[src/rtl/cordic_rotator_if.sv]
// Request/response bundle for cordic_rotator.
//   theta_i   : signed angle request, 2QN radians (pi = 25736)
//   valid_in  : request strobe, sampled only while busy = 0
//   busy      : high while a request is being rotated
//   cos_o     : signed cos(theta_i), 1QN (1.0 = 16384), held until next result
//   sin_o     : signed sin(theta_i), 1QN, held until next result
//   range_err : qualified by valid_out, |theta_i| > pi
//   valid_out : one-cycle pulse, results valid
interface cordic_rotator_if #(
  parameter int unsigned XY_BITS    = 16,
  parameter int unsigned THETA_BITS = 16
);
  logic signed [THETA_BITS:0] theta_i;
  logic                       valid_in;
  logic                       busy;
  logic signed [XY_BITS:0]    cos_o;
  logic signed [XY_BITS:0]    sin_o;
  logic                       range_err;
  logic                       valid_out;

  // Requester side
  modport master (
    output theta_i, valid_in,
    input  busy, cos_o, sin_o, range_err, valid_out
  );

  // Rotator side
  modport slave (
    input  theta_i, valid_in,
    output busy, cos_o, sin_o, range_err, valid_out
  );
endinterface

[src/rtl/cordic_rotator.sv]
// Iterative rotation-mode CORDIC: angle in, (cos, sin) out, one micro-rotation per clock,
// single request in flight.
//   clk : clock, all state on the rising edge
//   rst : asynchronous active-high reset
//   bus : cordic_rotator_if.slave (theta_i/valid_in in; busy/cos_o/sin_o/range_err/valid_out out)
module cordic_rotator #(
  parameter int unsigned XY_BITS    = 16,
  parameter int unsigned THETA_BITS = 16,
  parameter int unsigned ITERATIONS = 14
) (
  input  logic            clk,
  input  logic            rst,
  cordic_rotator_if.slave bus
);

  localparam int unsigned XW = XY_BITS + 3;     // internal x/y width, 2 headroom bits
  localparam int unsigned ZW = THETA_BITS + 2;  // internal angle width
  localparam int unsigned OW = XY_BITS + 1;     // output width
  localparam int unsigned TW = THETA_BITS + 1;  // input angle width
  localparam int unsigned CW = 5;               // iteration counter width

  localparam logic signed [ZW-1:0] PI_Z      = ZW'(25736);
  localparam logic signed [ZW-1:0] HALF_PI_Z = ZW'(12868);
  localparam logic signed [XW-1:0] K_X       = XW'(9949);
  localparam logic signed [XW-1:0] SAT_HI    = XW'((2 ** XY_BITS) - 1);
  localparam logic signed [XW-1:0] SAT_LO    = ~SAT_HI;
  localparam logic [CW-1:0]        LAST_CNT  = CW'(ITERATIONS - 1);

  typedef enum logic [1:0] {
    S_IDLE,
    S_ROTATE,
    S_DONE
  } state_t;

  state_t                 state_q, state_d;
  logic signed [XW-1:0]   x_q, x_d;
  logic signed [XW-1:0]   y_q, y_d;
  logic signed [ZW-1:0]   z_q, z_d;
  logic [CW-1:0]          cnt_q, cnt_d;
  logic                   busy_q, busy_d;
  logic                   vout_q, vout_d;
  logic                   rerr_q, rerr_d;
  logic                   oor_q, oor_d;
  logic signed [OW-1:0]   cos_q, cos_d;
  logic signed [OW-1:0]   sin_q, sin_d;

  logic signed [ZW-1:0]   theta_z;
  logic                   theta_oor;
  logic                   theta_far;
  logic signed [XW-1:0]   x_sh;
  logic signed [XW-1:0]   y_sh;
  logic signed [ZW-1:0]   atan_i;

  // atan(2^-i) in 2QN, rounded
  function automatic logic signed [ZW-1:0] atan_lut(input logic [CW-1:0] i);
    case (i)
      5'd0:    atan_lut = ZW'(6434);
      5'd1:    atan_lut = ZW'(3798);
      5'd2:    atan_lut = ZW'(2007);
      5'd3:    atan_lut = ZW'(1019);
      5'd4:    atan_lut = ZW'(511);
      5'd5:    atan_lut = ZW'(256);
      5'd6:    atan_lut = ZW'(128);
      5'd7:    atan_lut = ZW'(64);
      5'd8:    atan_lut = ZW'(32);
      5'd9:    atan_lut = ZW'(16);
      5'd10:   atan_lut = ZW'(8);
      5'd11:   atan_lut = ZW'(4);
      5'd12:   atan_lut = ZW'(2);
      5'd13:   atan_lut = ZW'(1);
      5'd14:   atan_lut = ZW'(1);
      default: atan_lut = '0;
    endcase
  endfunction

  // Clamp internal x/y into the 1QN output range
  function automatic logic signed [OW-1:0] sat(input logic signed [XW-1:0] v);
    if (v > SAT_HI) begin
      sat = OW'(SAT_HI);
    end else if (v < SAT_LO) begin
      sat = OW'(SAT_LO);
    end else begin
      sat = OW'(v);
    end
  endfunction

  // Request angle decode: sign-extend, range check, quadrant fold
  assign theta_z   = {{(ZW - TW){bus.theta_i[THETA_BITS]}}, bus.theta_i};
  assign theta_oor = (theta_z > PI_Z) || (theta_z < -PI_Z);
  assign theta_far = (theta_z > HALF_PI_Z) || (theta_z < -HALF_PI_Z);

  assign x_sh   = x_q >>> cnt_q;
  assign y_sh   = y_q >>> cnt_q;
  assign atan_i = atan_lut(cnt_q);

  // Next-state and datapath update
  always_comb begin
    state_d = state_q;
    x_d     = x_q;
    y_d     = y_q;
    z_d     = z_q;
    cnt_d   = cnt_q;
    busy_d  = busy_q;
    vout_d  = 1'b0;
    rerr_d  = rerr_q;
    oor_d   = oor_q;
    cos_d   = cos_q;
    sin_d   = sin_q;

    case (state_q)
      S_IDLE: begin
        if (bus.valid_in) begin
          // Angles beyond +/-pi/2 start from (-K, 0) rotated by theta-+pi
          if (theta_far) begin
            x_d = -K_X;
            z_d = (theta_z[ZW-1]) ? (theta_z + PI_Z) : (theta_z - PI_Z);
          end else begin
            x_d = K_X;
            z_d = theta_z;
          end
          y_d     = '0;
          cnt_d   = '0;
          oor_d   = theta_oor;
          busy_d  = 1'b1;
          state_d = S_ROTATE;
        end
      end

      S_ROTATE: begin
        // Drive residual angle toward zero
        if (!z_q[ZW-1]) begin
          x_d = x_q - y_sh;
          y_d = y_q + x_sh;
          z_d = z_q - atan_i;
        end else begin
          x_d = x_q + y_sh;
          y_d = y_q - x_sh;
          z_d = z_q + atan_i;
        end
        cnt_d = cnt_q + CW'(1);
        if (cnt_q == LAST_CNT) begin
          state_d = S_DONE;
        end
      end

      S_DONE: begin
        if (oor_q) begin
          cos_d  = '0;
          sin_d  = '0;
          rerr_d = 1'b1;
        end else begin
          cos_d  = sat(x_q);
          sin_d  = sat(y_q);
          rerr_d = 1'b0;
        end
        vout_d  = 1'b1;
        busy_d  = 1'b0;
        state_d = S_IDLE;
      end

      default: begin
        state_d = S_IDLE;
        busy_d  = 1'b0;
      end
    endcase
  end

  // State and datapath registers
  always_ff @(posedge clk or posedge rst) begin
    if (rst) begin
      state_q <= S_IDLE;
      x_q     <= '0;
      y_q     <= '0;
      z_q     <= '0;
      cnt_q   <= '0;
      busy_q  <= 1'b0;
      vout_q  <= 1'b0;
      rerr_q  <= 1'b0;
      oor_q   <= 1'b0;
      cos_q   <= '0;
      sin_q   <= '0;
    end else begin
      state_q <= state_d;
      x_q     <= x_d;
      y_q     <= y_d;
      z_q     <= z_d;
      cnt_q   <= cnt_d;
      busy_q  <= busy_d;
      vout_q  <= vout_d;
      rerr_q  <= rerr_d;
      oor_q   <= oor_d;
      cos_q   <= cos_d;
      sin_q   <= sin_d;
    end
  end

  assign bus.busy      = busy_q;
  assign bus.valid_out = vout_q;
  assign bus.range_err = rerr_q;
  assign bus.cos_o     = cos_q;
  assign bus.sin_o     = sin_q;

endmodule

[src/flat_wrapper.sv]
// flat-port wrapper written by rule: the top's interface ports become plain ports
module cordic_rotator_flat 
#(
  parameter int unsigned XY_BITS    = 16,
  parameter int unsigned THETA_BITS = 16,
  parameter int unsigned ITERATIONS = 14
)
  (clk, rst, bus_theta_i, bus_valid_in, bus_busy, bus_cos_o, bus_sin_o, bus_range_err, bus_valid_out);
  cordic_rotator_if #(.XY_BITS(XY_BITS), .THETA_BITS(THETA_BITS)) bus_i ();
  input  logic clk;
  input  logic rst;
  input wire logic [$bits(bus_i.theta_i)-1:0] bus_theta_i;
  input wire logic [$bits(bus_i.valid_in)-1:0] bus_valid_in;
  output wire logic [$bits(bus_i.busy)-1:0] bus_busy;
  output wire logic [$bits(bus_i.cos_o)-1:0] bus_cos_o;
  output wire logic [$bits(bus_i.sin_o)-1:0] bus_sin_o;
  output wire logic [$bits(bus_i.range_err)-1:0] bus_range_err;
  output wire logic [$bits(bus_i.valid_out)-1:0] bus_valid_out;
  assign bus_i.theta_i = bus_theta_i;
  assign bus_i.valid_in = bus_valid_in;
  assign bus_busy = bus_i.busy;
  assign bus_cos_o = bus_i.cos_o;
  assign bus_sin_o = bus_i.sin_o;
  assign bus_range_err = bus_i.range_err;
  assign bus_valid_out = bus_i.valid_out;
  cordic_rotator #(.XY_BITS(XY_BITS), .THETA_BITS(THETA_BITS), .ITERATIONS(ITERATIONS)) u_core (.clk(clk), .rst(rst), .bus(bus_i));
endmodule
[config.mk]
export PLATFORM = sky130hd
export DESIGN_NAME = cordic_rotator_flat
export DESIGN_NICKNAME = d
export VERILOG_FILES = /design/src/rtl/cordic_rotator_if.sv /design/src/rtl/cordic_rotator.sv /design/src/flat_wrapper.sv
export SDC_FILE = /design/constraint.sdc
export NUM_CORES = 1
export LEC_CHECK = 0
export ABC_AREA = 1
export CORE_MARGIN = 10
export CORE_UTILIZATION = 56
export DETAILED_ROUTE_END_ITERATION = 10
export HOLD_SLACK_MARGIN = 0.05
export PLACE_DENSITY_LB_ADDON = 0.3
export SKIP_CTS_REPAIR_TIMING = 1
export SLEW_MARGIN = 20
export SYNTH_ARGS = -nofsm -noshare
export SYNTH_HDL_FRONTEND = slang
export SYNTH_SLANG_ARGS = --single-unit
[constraint.sdc]
create_clock -name clk -period 3.6 [get_ports clk]
set_input_delay 0.72 -clock clk [delete_from_list [all_inputs] [get_ports clk]]
set_output_delay 0.72 -clock clk [all_outputs]
set_load 0.005 [all_outputs]
==> impl_metrics.py, run 1 <==
metrics = {
    "status": {
        "outcome": "complete, but fails checks",
        "violations": "setup timing",
    },
    "routing": {
        "drt_pass1_iterations": 8,
        "drc": 0,
        "ant_nets": 0,
        "dr_total_vias": 14000,
        "wirelength_um": 47900,
        "drt_iter0_markers": 1819,
        "wire_per_inst_um": 21.5,
        "vias_per_cell": 6.28,
    },
    "critical_path": {
        "cp_top_family": "simple AND/OR/NAND/NOR gates",
        "crit_path_end_kind": "flip-flop",
        "rr_worst_depth": 23,
        "arrival_ns": 5.02,
        "crit_chain": "buf_12, inv_12, buf_8, ha_1, inv_1, nor2_1, nor2_1, inv_1, nor2_1, nor2_1, a31oi_4, xor2_2, ha_4, a21oi_2, nor2_1, a211oi_1, o211ai_1, a21oi_2, xor2_1, nand2_1, nand4_1, o21ai_1, inv_1",
        "path_depth": 23,
        "cp_slowest_cell": "nor2_1",
        "crit_path_start_kind": "flip-flop",
        "required_ns": 3.88,
        "path_buf_inv": 6,
        "crit_type": "reg2reg",
        "crit_path_max_fanout": 8,
        "crit_path_max_incr_delay_ns": 0.54,
        "cpMostUsedCell": "nor2_1",
    },
    "clock_network": {
        "cts_tree": "built",
        "cts_buffers": 9,
        "h-tree-depth": 3,
        "path_clk_slew_ns": 0.09,
        "insertion_delay_ns": 0.38,
        "cts.path.max_buffers": 2,
        "cts_root_buffer": "clkbuf_16",
        "cts.sinks": 101,
    },
    "placement": {
        "dp.cells": 2175,
        "io_buffers": 56,
        "dp_hpwl_um": 31000,
        "place_congestion": 1.07,
    },
    "min_path": {
        "whs_path_depth": 2,
        "hold_path.class": "reg2reg",
    },
    "floorplanning": {
        "die_w_um": 157,
        "num_rows": 49,
        "die_area_um2": 24500,
        "initial_core_util": 0.575,
        "io_pins": 57,
        "die_h_um": 157,
        "placeableCoreArea_um2": 18100,
    },
    "logic_synthesis": {
        "ys_seq_elements": 101,
        "seq_area_frac_synth": 0.242,
        "ys.flop_type": "dfrtp_1",
        "syn_inst": 1619,
        "syn_area_um2": 10400,
        "avgSynthCellArea_um2": 6.45,
        "synth-edff-count": 0,
        "async_flop_share": 1.00,
        "synth_nets": 1712,
        "yosys_warnings": 0,
        "ys_types": 59,
    },
    "global_route": {
        "grt_max_degree": 47,
        "grt_pass1_vias": 12400,
        "antenna_found_initial": 1,
        "grt_overflow": 0,
        "grt_pass1_wl_um": 61800,
        "grt_usage": 0.313,
    },
    "run": {
        "drv_cap": 0,
    },
    "final_layout": {
        "final_nets": 2087,
        "antennaDiodeCount": 0,
        "drive_gt1_frac": 0.319,
        "stdcell_count": 2228,
        "synthToLayoutAreaGrowth_pct": 47.1,
    },
    "sta": {
        "setup_violations": 38,
        "rsz0062_at_grt": "true",
        "relSlewSlack": 0.538,
        "finalHoldViolations": 0,
        "worstMarginPinSlew_ns": 0.691,
        "fin_skew_ns": 0.0133,
        "slew_violations": 0,
        "period_share": 1.32,
        "period_minus_slack_ns": 4.74,
        "clock.fmax_ghz": 0.211,
        "final.setup.worst_slack_ns": -1.14,
    },
}
## cells in the mapped netlist (4+ instances only)
master      n  area [um2]
o21ai_1    24         120
a31oi_1    14        87.6
a22oi_1     5        37.5
nand2_2     9        56.3
nor3_1     18        90.1
or2_2      10        62.6
o22ai_1    17         106
nand4_1     7        43.8
ha_1       70         876
nor2_1    182         683
o21ai_2     7        61.3
clkbuf_1   31         116
nand3_2     5        50.1
xor2_1     41         359
xnor2_1    20         175
buf_4       8        60.1
o31ai_1     6        45.0
nand2_1   408        1530
inv_1     144         541
o21ai_0   144         721
mux2i_1     4        40.0
nor2_2      9        56.3
buf_6       9         101
buf_2      11        55.1
dfrtp_1   101        2530
nand3_1   111         556
o211ai_1   16         120
a21oi_1   115         576
inv_2       6        22.5
nor4_1      5        31.3
## worst paths after layout
| path | start | to | slack [ns] |
|---|---|---|---|
| min in group asynchronous | rst | u_core.x_q[12] | 0.78 |
| hold / removal | u_core.bus.sin_o[8] | u_core.bus.sin_o[8] | 0.49 |
| setup reg to reg | u_core.cnt_q[0] | u_core.z_q[16] | -1.14 |
| setup / recovery | u_core.cnt_q[0] | u_core.z_q[16] | -1.14 |
| hold reg to reg | u_core.bus.sin_o[8] | u_core.bus.sin_o[8] | 0.49 |
| max in group asynchronous | rst | u_core.cnt_q[1] | 2.08 |
## flip-flops by register name, indices dropped and copies added (netlist names)
signal	flops
u_core.x_q	19
u_core.state_q	2
u_core.bus.busy	1
u_core.bus.valid_out	1
u_core.z_q	18
u_core.bus.sin_o	17
u_core.oor_q	1
u_core.cnt_q	5
u_core.y_q	19
u_core.bus.range_err	1
u_core.bus.cos_o	17
## per-stage QoR
step / setup slack, ns / hold slack (ns) / TNS, ns / area, um2 / util
2_1_floorplan: -0.0205 / 0.452 / -0.0205 / 10500 / -
3_3_place_gp: -0.526 / 0.465 / -9.65 / 13600 / 0.748
3_5_place_dp: -0.544 / 0.473 / -11.98 / 13600 / 0.748
4_1_cts: -0.581 / 0.491 / -13.16 / 13900 / 0.764
5_1_grt: -1.22 / 0.514 / -24.53 / 15400 / 0.846
6_report: -1.14 / 0.487 / -19.23 / 15400 / 0.846
## layer usage
layer  share of wire  global-route usage
met1            0.34               0.373
met2            0.45               0.528
met3            0.13              0.0611
met4           0.082               0.158
met5               0                   0
## cell type report
cell class / instances / area [um2]
Clock buffer: 9 / 225
Fill cell: 1043 / 2790
Tap cell: 229 / 287
Sequential cell: 101 / 2530
Timing Repair Buffer: 425 / 3590
Clock inverter: 7 / 75.1
Inverter: 156 / 608
Timing Repair inverter: 1 / 8.76
Multi-Input combinational cell: 1300 / 8040
## cell usage in the layout (no fill, tap or decap), drive strengths merged, types with 20 or more instances in the layout
cell / instances
o21ai: 175
clkdlybuf4s50: 56
nand2: 420
a21oi: 117
nand3: 116
nor2: 194
inv: 157
xor2: 41
xnor2: 20
dfrtp: 101
buf: 365
ha: 70
## worst reg2reg max path, cell delays in order, from the launching register on
cell and delay [ns]:
dfrtp_2 0.46, buf_12 0.17, inv_12 0.10, buf_8 0.11, ha_1 0.19, inv_1 0.06
nor2_1 0.11, nor2_1 0.07, inv_1 0.22, nor2_1 0.11, nor2_1 0.54, a31oi_4 0.28
xor2_2 0.32, ha_4 0.26, a21oi_2 0.13, nor2_1 0.06, a211oi_1 0.26, o211ai_1 0.20
a21oi_2 0.21, xor2_1 0.09, nand2_1 0.23, nand4_1 0.27, o21ai_1 0.15, inv_1 0.05
## cells by family after synthesis
kind of cell	count (synthesis)	share of synthesized area
flops	101	0.242
fa+ha+maj	73	0.0897
mux	4	0.00384
simple gates	783	0.319
xor+xnor	61	0.0512
compound gates	379	0.204
buf+inv	218	0.0898
Power of run 1 is not shown: default switching activity piles up to over one toggle a cycle in this logic, so the estimate is an artifact.
==> run 2, diff against run 1 <==
- CTS_CLUSTER_DIAMETER: default -> 60
- RECOVER_POWER: default -> 100
==> impl_metrics.py, run 2 (synthesis gave the netlist of run 1 again) <==
metrics = {
    "final_layout": {
        "reg_top3": "u_core.x_q x19, u_core.y_q x19, u_core.z_q x18",
        "synthToLayoutAreaGrowth_pct": 47.1,
        "design_area_um2": 15400,
        "drive_gt1_frac": 0.319,
        "final_nets": 2087,
        "multi_input_area_um2": 8040,
        "final_common_cell": "nand2_1",
        "seq_area_um2": 2530,
        "fillers": 1044,
        "mostFrequentLayoutCells": "nand2_1 (377), buf_4 (340), nor2_1 (160)",
        "antennaDiodeCount": 0,
    },
    "status": {
        "violations": "capacitance limit, slew limit, setup timing",
        "outcome": "complete, but fails checks",
    },
    "clock_network": {
        "h-tree-depth": 3,
        "path_clk_slew_ns": 0.08,
        "insertion_delay_ns": 0.37,
        "cts_tree": "built",
        "cts.sinks": 101,
        "cts.path.max_buffers": 2,
        "cts_buffers": 9,
        "cts_root_buffer": "clkbuf_16",
    },
    "global_route": {
        "grt_pass1_wl_um": 61800,
        "grt_usage": 0.313,
        "grt_pass1_vias": 12400,
        "antenna_found_initial": 1,
        "grt_max_degree": 47,
        "grt_overflow": 0,
    },
    "routing": {
        "wirelength_um": 47900,
        "dr_total_vias": 13900,
        "drc": 0,
        "drt_iter0_markers": 1793,
        "ant_nets": 0,
        "drt_pass1_iterations": 9,
        "wire_per_inst_um": 21.5,
        "vias_per_cell": 6.26,
    },
    "placement": {
        "place_congestion": 1.07,
        "dp_hpwl_um": 31000,
        "place_area_um2": 13600,
        "io_buffers": 56,
    },
    "sta": {
        "setup_violations": 38,
        "clock.fmax_ghz": 0.210,
        "worstMarginPinSlew_ns": 2.23,
        "relSlewSlack": -0.492,
        "whs_ns": 0.485,
        "finalHoldViolations": 0,
        "fin_skew_ns": 0.0159,
        "rsz0062_at_grt": "true",
        "final.setup.worst_slack_ns": -1.16,
        "period_minus_slack_ns": 4.76,
        "period_share": 1.32,
        "slew_violations": 46,
    },
    "floorplanning": {
        "initial_core_util": 0.575,
        "io_pins": 57,
        "die_area_um2": 24500,
        "num_rows": 49,
        "die_w_um": 157,
        "die_h_um": 157,
        "placeableCoreArea_um2": 18100,
    },
    "critical_path": {
        "rr_worst_depth": 23,
        "crit_path_max_fanout": 8,
        "startpoint": "u_core.cnt_q[0]",
        "reg2reg_to": "u_core.z_q[16]",
        "required_ns": 3.87,
        "crit_path_end_kind": "flip-flop",
        "crit_path_start_kind": "flip-flop",
        "arrival_ns": 5.03,
        "setup.worst_path.end": "u_core.z_q[16]",
        "crit_type": "reg2reg",
        "reg2reg_slack_ns": -1.16,
        "reg2reg_from": "u_core.cnt_q[0]",
    },
    "min_path": {
        "hold_path.class": "reg2reg",
    },
    "run": {
        "drv_cap": 1,
    },
}
-- run 2: cell types whose count changed in the layout (fill, tap and decap cells not counted) --
cell             change
clkinvlp_2           +1
inv_4                -1
dlygate4sd3_1        +1
clkdlybuf4s50_1      -1
-- run 2: cell type report --
type | instances | area share
flip-flops and latches | 101 | 0.165
clock inverters | 7 | 0.00489
repair inverters | 1 | 0.000570
multi-input cells | 1300 | 0.523
clock buffers | 9 | 0.0147
repair buffers | 425 | 0.234
well taps | 229 | 0.0187
inverters | 156 | 0.0395
-- run 2: how the worst min path moves through the flow --
stage / cells past startpoint / startpoint / slack [ns] / end
CTS: 2 / u_core.bus.cos_o[4] / 0.49 / u_core.bus.cos_o[4]
global placement: 2 / u_core.bus.cos_o[7] / 0.46 / u_core.bus.cos_o[7]
floorplan: 1 / u_core.state_q[0] / 0.45 / u_core.bus.valid_out
finish: 2 / u_core.bus.sin_o[8] / 0.49 / u_core.bus.sin_o[8]
global route: 2 / u_core.bus.sin_o[15] / 0.51 / u_core.bus.sin_o[15]
detailed placement: 2 / u_core.bus.sin_o[8] / 0.47 / u_core.bus.sin_o[8]
-- run 2: critical path, stage by stage (launching register included) --
cell and delay, ns:
dfrtp_2 0.46, buf_12 0.17, inv_12 0.09, buf_8 0.11, ha_1 0.19, inv_1 0.06, nor2_1 0.10, nor2_1 0.07
inv_1 0.21, nor2_1 0.11, nor2_1 0.54, a31oi_4 0.28, xor2_2 0.32, ha_4 0.26, a21oi_2 0.13, nor2_1 0.06
a211oi_1 0.27, o211ai_1 0.20, a21oi_2 0.20, xor2_1 0.09, nand2_1 0.25, nand4_1 0.27, o21ai_1 0.15, inv_1 0.05
-- run 2: stage by stage --
step | setup TNS (ns) | utilization | instances | setup slack (ns)
2_1_floorplan | -0.0205 | - | 1619 | -0.0205
3_3_place_gp | -9.65 | 0.748 | 2175 | -0.526
3_5_place_dp | -11.98 | 0.748 | 2175 | -0.544
4_1_cts | -13.16 | 0.764 | 2191 | -0.581
5_1_grt | -24.53 | 0.846 | 2228 | -1.22
6_report | -19.42 | 0.846 | 2228 | -1.16
-- run 2: per-layer routing --
layer  vias to the layer above  share of wire  track usage
met5                         -              0            0
met2                      1082           0.45        0.528
met1                      6395           0.34        0.373
li1                       6144              -            -
met3                       320           0.12       0.0611
met4                         0          0.081        0.158
Power of run 2 is left out for the same reason.
